--- src/rtl/ysyx_22050598_muldiv.sv ---
// Iterative radix-2 RV64M multiply/divide unit: shift-add multiply, restoring divide.
// One bit per cycle; divide-by-zero and signed overflow resolve at accept.
module ysyx_22050598_muldiv #(
  parameter int XLEN = 64
) (
  input  logic            clk,
  input  logic            rst,
  input  logic            muldiv_valid,
  input  logic            flush,
  input  logic            exu_is_mul,
  input  logic            exu_is_div,
  input  logic            exu_is_rem,
  input  logic            mul_hi,
  input  logic            src1_signed,
  input  logic            src2_signed,
  input  logic            is_word,
  input  logic [XLEN-1:0] src1,
  input  logic [XLEN-1:0] src2,
  output logic            muldiv_ready,
  output logic            muldivout_valid,
  output logic [XLEN-1:0] muldiv_result
);
  localparam int HW = XLEN / 2;
  localparam int CW = $clog2(XLEN);

  typedef enum logic [1:0] {IDLE, MUL, DIV, DONE} state_e;

  state_e            state_q, state_d;
  logic [CW-1:0]     cnt_q, cnt_d;
  logic [2*XLEN-1:0] acc_q, acc_d, mcand_q, mcand_d;
  logic [XLEN-1:0]   opb_q, opb_d, res_q, res_d;
  logic              fast_q, fast_d, word_q, word_d, hi_q, hi_d;
  logic              neg_a_q, neg_a_d, neg_b_q, neg_b_d;
  logic              is_mul_q, is_mul_d, is_rem_q, is_rem_d;

  // Operand preparation: word ops extend the low half per signedness.
  logic [XLEN-1:0] op_a, op_b, mag_a, mag_b, min_v, fast_raw, fast_res;
  logic            neg_a, neg_b, div_zero, div_ovf, accept;

  assign op_a  = is_word ? {{HW{src1_signed & src1[HW-1]}}, src1[HW-1:0]} : src1;
  assign op_b  = is_word ? {{HW{src2_signed & src2[HW-1]}}, src2[HW-1:0]} : src2;
  assign neg_a = src1_signed & op_a[XLEN-1];
  assign neg_b = src2_signed & op_b[XLEN-1];
  assign mag_a = neg_a ? -op_a : op_a;
  assign mag_b = neg_b ? -op_b : op_b;
  assign min_v = is_word ? {{(HW+1){1'b1}}, {(HW-1){1'b0}}} : {1'b1, {(XLEN-1){1'b0}}};

  assign div_zero = (op_b == '0);
  assign div_ovf  = src1_signed & src2_signed & (op_a == min_v) & (&op_b);
  assign fast_raw = exu_is_rem ? (div_zero ? op_a : '0) : (div_zero ? '1 : op_a);
  assign fast_res = is_word ? {{HW{fast_raw[HW-1]}}, fast_raw[HW-1:0]} : fast_raw;
  assign accept   = muldiv_valid & (state_q == IDLE) & ~flush;

  // Datapath steps
  logic [XLEN:0]     div_trial;
  logic              div_ge;
  logic [CW-1:0]     last_cnt;

  assign div_trial = {acc_q[2*XLEN-1:XLEN], acc_q[XLEN-1]};
  assign div_ge    = (div_trial >= {1'b0, opb_q});
  assign last_cnt  = word_q ? CW'(HW - 1) : CW'(XLEN - 1);

  always_comb begin
    state_d  = state_q;
    cnt_d    = cnt_q;
    acc_d    = acc_q;
    mcand_d  = mcand_q;
    opb_d    = opb_q;
    res_d    = res_q;
    fast_d   = fast_q;
    word_d   = word_q;
    hi_d     = hi_q;
    neg_a_d  = neg_a_q;
    neg_b_d  = neg_b_q;
    is_mul_d = is_mul_q;
    is_rem_d = is_rem_q;
    case (state_q)
      IDLE: if (accept) begin
        word_d   = is_word;
        hi_d     = mul_hi;
        neg_a_d  = neg_a;
        neg_b_d  = neg_b;
        is_mul_d = exu_is_mul;
        is_rem_d = exu_is_rem & ~exu_is_mul;
        opb_d    = mag_b;
        cnt_d    = '0;
        fast_d   = 1'b0;
        res_d    = fast_res;
        if (exu_is_mul) begin
          acc_d   = '0;
          mcand_d = {{XLEN{1'b0}}, mag_a};
          state_d = MUL;
        end else begin
          // Word dividends sit in the top half so 32 steps consume them.
          acc_d = {{XLEN{1'b0}}, is_word ? {mag_a[HW-1:0], {HW{1'b0}}} : mag_a};
          if (div_zero | div_ovf) begin
            fast_d  = 1'b1;
            state_d = DONE;
          end else begin
            state_d = DIV;
          end
        end
      end
      MUL: begin
        if (opb_q[0]) acc_d = acc_q + mcand_q;
        mcand_d = {mcand_q[2*XLEN-2:0], 1'b0};
        opb_d   = {1'b0, opb_q[XLEN-1:1]};
        cnt_d   = cnt_q + 1'b1;
        if (cnt_q == last_cnt) begin
          cnt_d   = '0;
          state_d = DONE;
        end
      end
      DIV: begin
        acc_d = {(div_ge ? div_trial[XLEN-1:0] - opb_q : div_trial[XLEN-1:0]),
                 acc_q[XLEN-2:0], div_ge};
        cnt_d = cnt_q + 1'b1;
        if (cnt_q == last_cnt) begin
          cnt_d   = '0;
          state_d = DONE;
        end
      end
      default: state_d = IDLE;
    endcase
    if (flush) begin
      state_d = IDLE;
      cnt_d   = '0;
    end
  end

  always_ff @(posedge clk or posedge rst) begin
    if (rst) begin
      state_q  <= IDLE;
      cnt_q    <= '0;
      acc_q    <= '0;
      mcand_q  <= '0;
      opb_q    <= '0;
      res_q    <= '0;
      fast_q   <= 1'b0;
      word_q   <= 1'b0;
      hi_q     <= 1'b0;
      neg_a_q  <= 1'b0;
      neg_b_q  <= 1'b0;
      is_mul_q <= 1'b0;
      is_rem_q <= 1'b0;
    end else begin
      state_q  <= state_d;
      cnt_q    <= cnt_d;
      acc_q    <= acc_d;
      mcand_q  <= mcand_d;
      opb_q    <= opb_d;
      res_q    <= res_d;
      fast_q   <= fast_d;
      word_q   <= word_d;
      hi_q     <= hi_d;
      neg_a_q  <= neg_a_d;
      neg_b_q  <= neg_b_d;
      is_mul_q <= is_mul_d;
      is_rem_q <= is_rem_d;
    end
  end

  // Sign fix-up and word sign-extension of the final value
  logic [2*XLEN-1:0] prod_s;
  logic [XLEN-1:0]   quo_s, rem_s, raw;

  assign prod_s = (neg_a_q ^ neg_b_q) ? -acc_q : acc_q;
  assign quo_s  = (neg_a_q ^ neg_b_q) ? -acc_q[XLEN-1:0] : acc_q[XLEN-1:0];
  assign rem_s  = neg_a_q ? -acc_q[2*XLEN-1:XLEN] : acc_q[2*XLEN-1:XLEN];

  always_comb begin
    if (fast_q)        raw = res_q;
    else if (is_mul_q) raw = hi_q ? prod_s[2*XLEN-1:XLEN] : prod_s[XLEN-1:0];
    else if (is_rem_q) raw = rem_s;
    else               raw = quo_s;
  end

  assign muldiv_ready    = (state_q == IDLE);
  assign muldivout_valid = (state_q == DONE) & ~flush;
  assign muldiv_result   = (state_q != DONE) ? '0 :
                           word_q ? {{HW{raw[HW-1]}}, raw[HW-1:0]} : raw;
endmodule

--- config.mk ---
export PLATFORM = sky130hd
export DESIGN_NAME = ysyx_22050598_muldiv
export DESIGN_NICKNAME = d
export VERILOG_FILES = /design/src/rtl/ysyx_22050598_muldiv.sv
export SDC_FILE = /design/constraint.sdc
export NUM_CORES = 2
export LEC_CHECK = 0
export ABC_AREA = 1
export CORE_ASPECT_RATIO = 1.5
export CORE_MARGIN = 8
export CORE_UTILIZATION = 35
export CTS_CLUSTER_SIZE = 14
export DETAILED_ROUTE_END_ITERATION = 8
export GPL_TIMING_DRIVEN = 0
export HOLD_SLACK_MARGIN = 0.08
export PLACE_DENSITY = 0.62
export SETUP_SLACK_MARGIN = 0.15
export SYNTH_ARGS = -nofsm -noshare
export SYNTH_HDL_FRONTEND = slang
export SYNTH_SLANG_ARGS = --single-unit
--- constraint.sdc ---
create_clock -name clk -period 38.2 [get_ports clk]
set_clock_uncertainty 0.05 [all_clocks]
set_input_delay 7.64 -clock clk [delete_from_list [all_inputs] [get_ports clk]]
set_output_delay 7.64 -clock clk [all_outputs]
set_load 0.03 [all_outputs]
==> flow_summary.yaml <==
power:
  power.internal_mw: 1.47
  pwr-share-seq_pct: 17.1
  ir_drop_v: 0.0000452
  power.switching_mw: 2.70
  p_leak_nw: 33.5
  pwr-share-comb_pct: 71.6
  p_sw_share_pct: 64.8
  clkPwrFrac_pct: 11.3
  p_per_area_nw_per_um2: 69.3
  finalPower_mw: 4.16
clocking:
  cts_buffer_depth: 3
  clock-sinks: 399
  cts_buffers: 45
  cts_max_level: 2
  root_buffer: "clkbuf_16"
  postCtsResizedCells: 0
  clk_latency_ns: 0.70
  clkTransAtPathRegs_ns: 0.06
  tritoncts: "yes"
  hold_buffers: 0
  post_cts_buffers: 0
setup_path:
  cp_max_fo: 4
  worstPathArrival_ns: 8.95
  critical_path_class: "input pin to output port"
  crit_required_ns: 30.51
  startpoint_type: "input pin"
  setup.worst_path.end_class: "output port"
  worstSetupStartpoint: "flush"
  crit-reg2reg-launch: "acc_q[104]"
floorplan:
  rows: 176
  start_util_pct: 35.2
  die-area_um2: 167000
  dieWidth_um: 336
  core_um2: 153000
  io_pins: 205
  die_h_um: 496
grt:
  grt_pass1_wl_um: 521000
  grt_overflow: 0
  grt_pass1_vias: 68700
  grt_max_degree: 123
  antenna_found_initial: 28
  grt_usage_pct: 44.3
yosys:
  async_flop_share_pct: 100
  yosysMostFrequentCell: "nand2_1"
  synthTopCellsByCount: "nand2_1 (4,026), inv_1 (1,532), nor2_1 (1,022)"
  synth_area_um2: 53900
  synth_edf_count: 0
  ys_types: 52
  synth.ff_latch_count: 399
  yosysTopAreaCell: "nand2_1"
  synth_fp_nets: 10500
  yosysSeqAreaShare_pct: 18.5
  synth_cells: 10200
  synth_warnings: 0
  synth_top_area_share_pct: 28.1
  synth_flop_cell: "dfrtp_1"
  synthTopCellsByArea: "nand2_1 (28%), dfrtp_1 (19%), inv_1 (11%)"
  synth.avg_cell_area_um2: 5.28
placement:
  portBuffers: 201
  dp.final_hpwl_um: 314000
  gp_congestion: 1.19
  dp.cells: 12400
  place_area_um2: 58500
  dp_slack_ns: 21.57
route:
  routedWlPerCell_um: 30.6
  via_per_inst: 5.85
  firstDrtPassIters: 9
  route.vias.total: 73400
  drtIter0Drc: 9947
  totalWireLength_um: 384000
  postRouteAntennaNets: 0
  drc: 12
timing:
  setup_viol: 0
  whs_ns: 0.432
  rsz0062_at_grt: "false"
  max-slew-margin-rel_pct: -6.58
  clock.fmax_mhz: 60.1
  min_period_ns: 16.64
  fin_setup_tns_ns: 0
  final_hold_viol_count: 0
  finalMaxSlewViolations: 44
  setup_slack_ns: 21.56
  tightestPinTransition_ns: 1.60
  fin_crit_sh_pct: 43.6
finish:
  area_delta_synth_final_pct: 11.6
  final_util_pct: 39.3
  final_cell_count_no_fill: 12500
  drive_gt1_share_pct: 2.42
  finalInstanceArea_um2: 60100
  fin_nets: 10800
worst_hold_path:
  min-delay-start: "res_q[34]"
  hp-class: "flip-flop to flip-flop"
run_status:
  status: "finished with violations"
  failed_checks: "design-rule violations, max-capacitance violations, max-slew violations"
flow_run:
  cap_violations: 4
cells in the final DEF (no fill, tap or decap), drive strengths merged, types with 110 or more instances in the layout:
cell type and n:
dfrtp 399, nand2 4033, buf 110, clkdlybuf4s50 201, xor2 127, a21oi 497, nor2 1026, ha 201
o21ai 509, inv 1556, nand3 916, clkbuf 276
area by class of cell:
class / instances / area (µm²)
Fill cell: 17700 / 92900
Clock buffer: 62 / 1260
Sequential cell: 399 / 9980
Antenna cell: 23 / 57.6
Clock inverter: 20 / 234
Buffer: 320 / 1370
Timing Repair Buffer: 205 / 2110
Multi-Input combinational cell: 7915 / 36700
Tap cell: 2047 / 2560
Inverter: 1558 / 5860
cell families after synthesis:
group                    count (synthesis)  synth area share, %
AND/OR/NAND/NOR                       6290                 47.6
buffers and inverters                 1878                 13.4
AO/OA/AOI/OAI                         1218                 12.3
flip-flops                             399                 18.5
adder cells (fa/ha/maj)                234                 5.39
XOR/XNOR                               173                 2.81
critical path: stages:
cell             delay, ns
clkdlybuf4s50_1       0.48
nor2_1                0.14
clkdlybuf4s50_1       0.69
power groups by stage:
| stage | clock network [mW] | registers, mW | logic [mW] |
|---|---|---|---|
| detailed placement | 0 | 0.703 | 2.77 |
| finish | 0.470 | 0.713 | 2.98 |
| global placement | 0 | 0.702 | 2.76 |
| CTS | 0.465 | 0.696 | 2.78 |
| global route | 0.480 | 0.707 | 3.07 |
| floorplan | 0 | 0.615 | 1.58 |
registers in the layout, summed over array words and instances, names as in the netlist:
name,count
fast_q,1
neg_a_q,1
is_mul_q,1
word_q,1
mcand_q,128
res_q,64
neg_b_q,1
state_q,2
cnt_q,6
hi_q,1
acc_q,128
is_rem_q,1
opb_q,64
per-layer routing:
layer / wire length [µm] / vias to the layer above / GRT usage (%)
met5: 58 / - / 0
met4: 54800 / 8 / 49.0
met3: 42900 / 1959 / 13.7
met2: 159000 / 5331 / 66.6
met1: 127000 / 33600 / 46.5
li1: - / 32500 / -
final timing paths:
check | to | slack (ns) | depth (start not counted)
worst max-delay path | muldivout_valid | 21.56 | 3
worst min-delay path | res_q[34] | 0.43 | 2
worst max register to register | acc_q[117] | 33.44 | 13
worst min register to register | res_q[34] | 0.43 | 2
max in group asynchronous | opb_q[61] | 28.92 | 4
min in group asynchronous | mcand_q[78] | 7.37 | 2
Power figures use the tool's default switching activity.
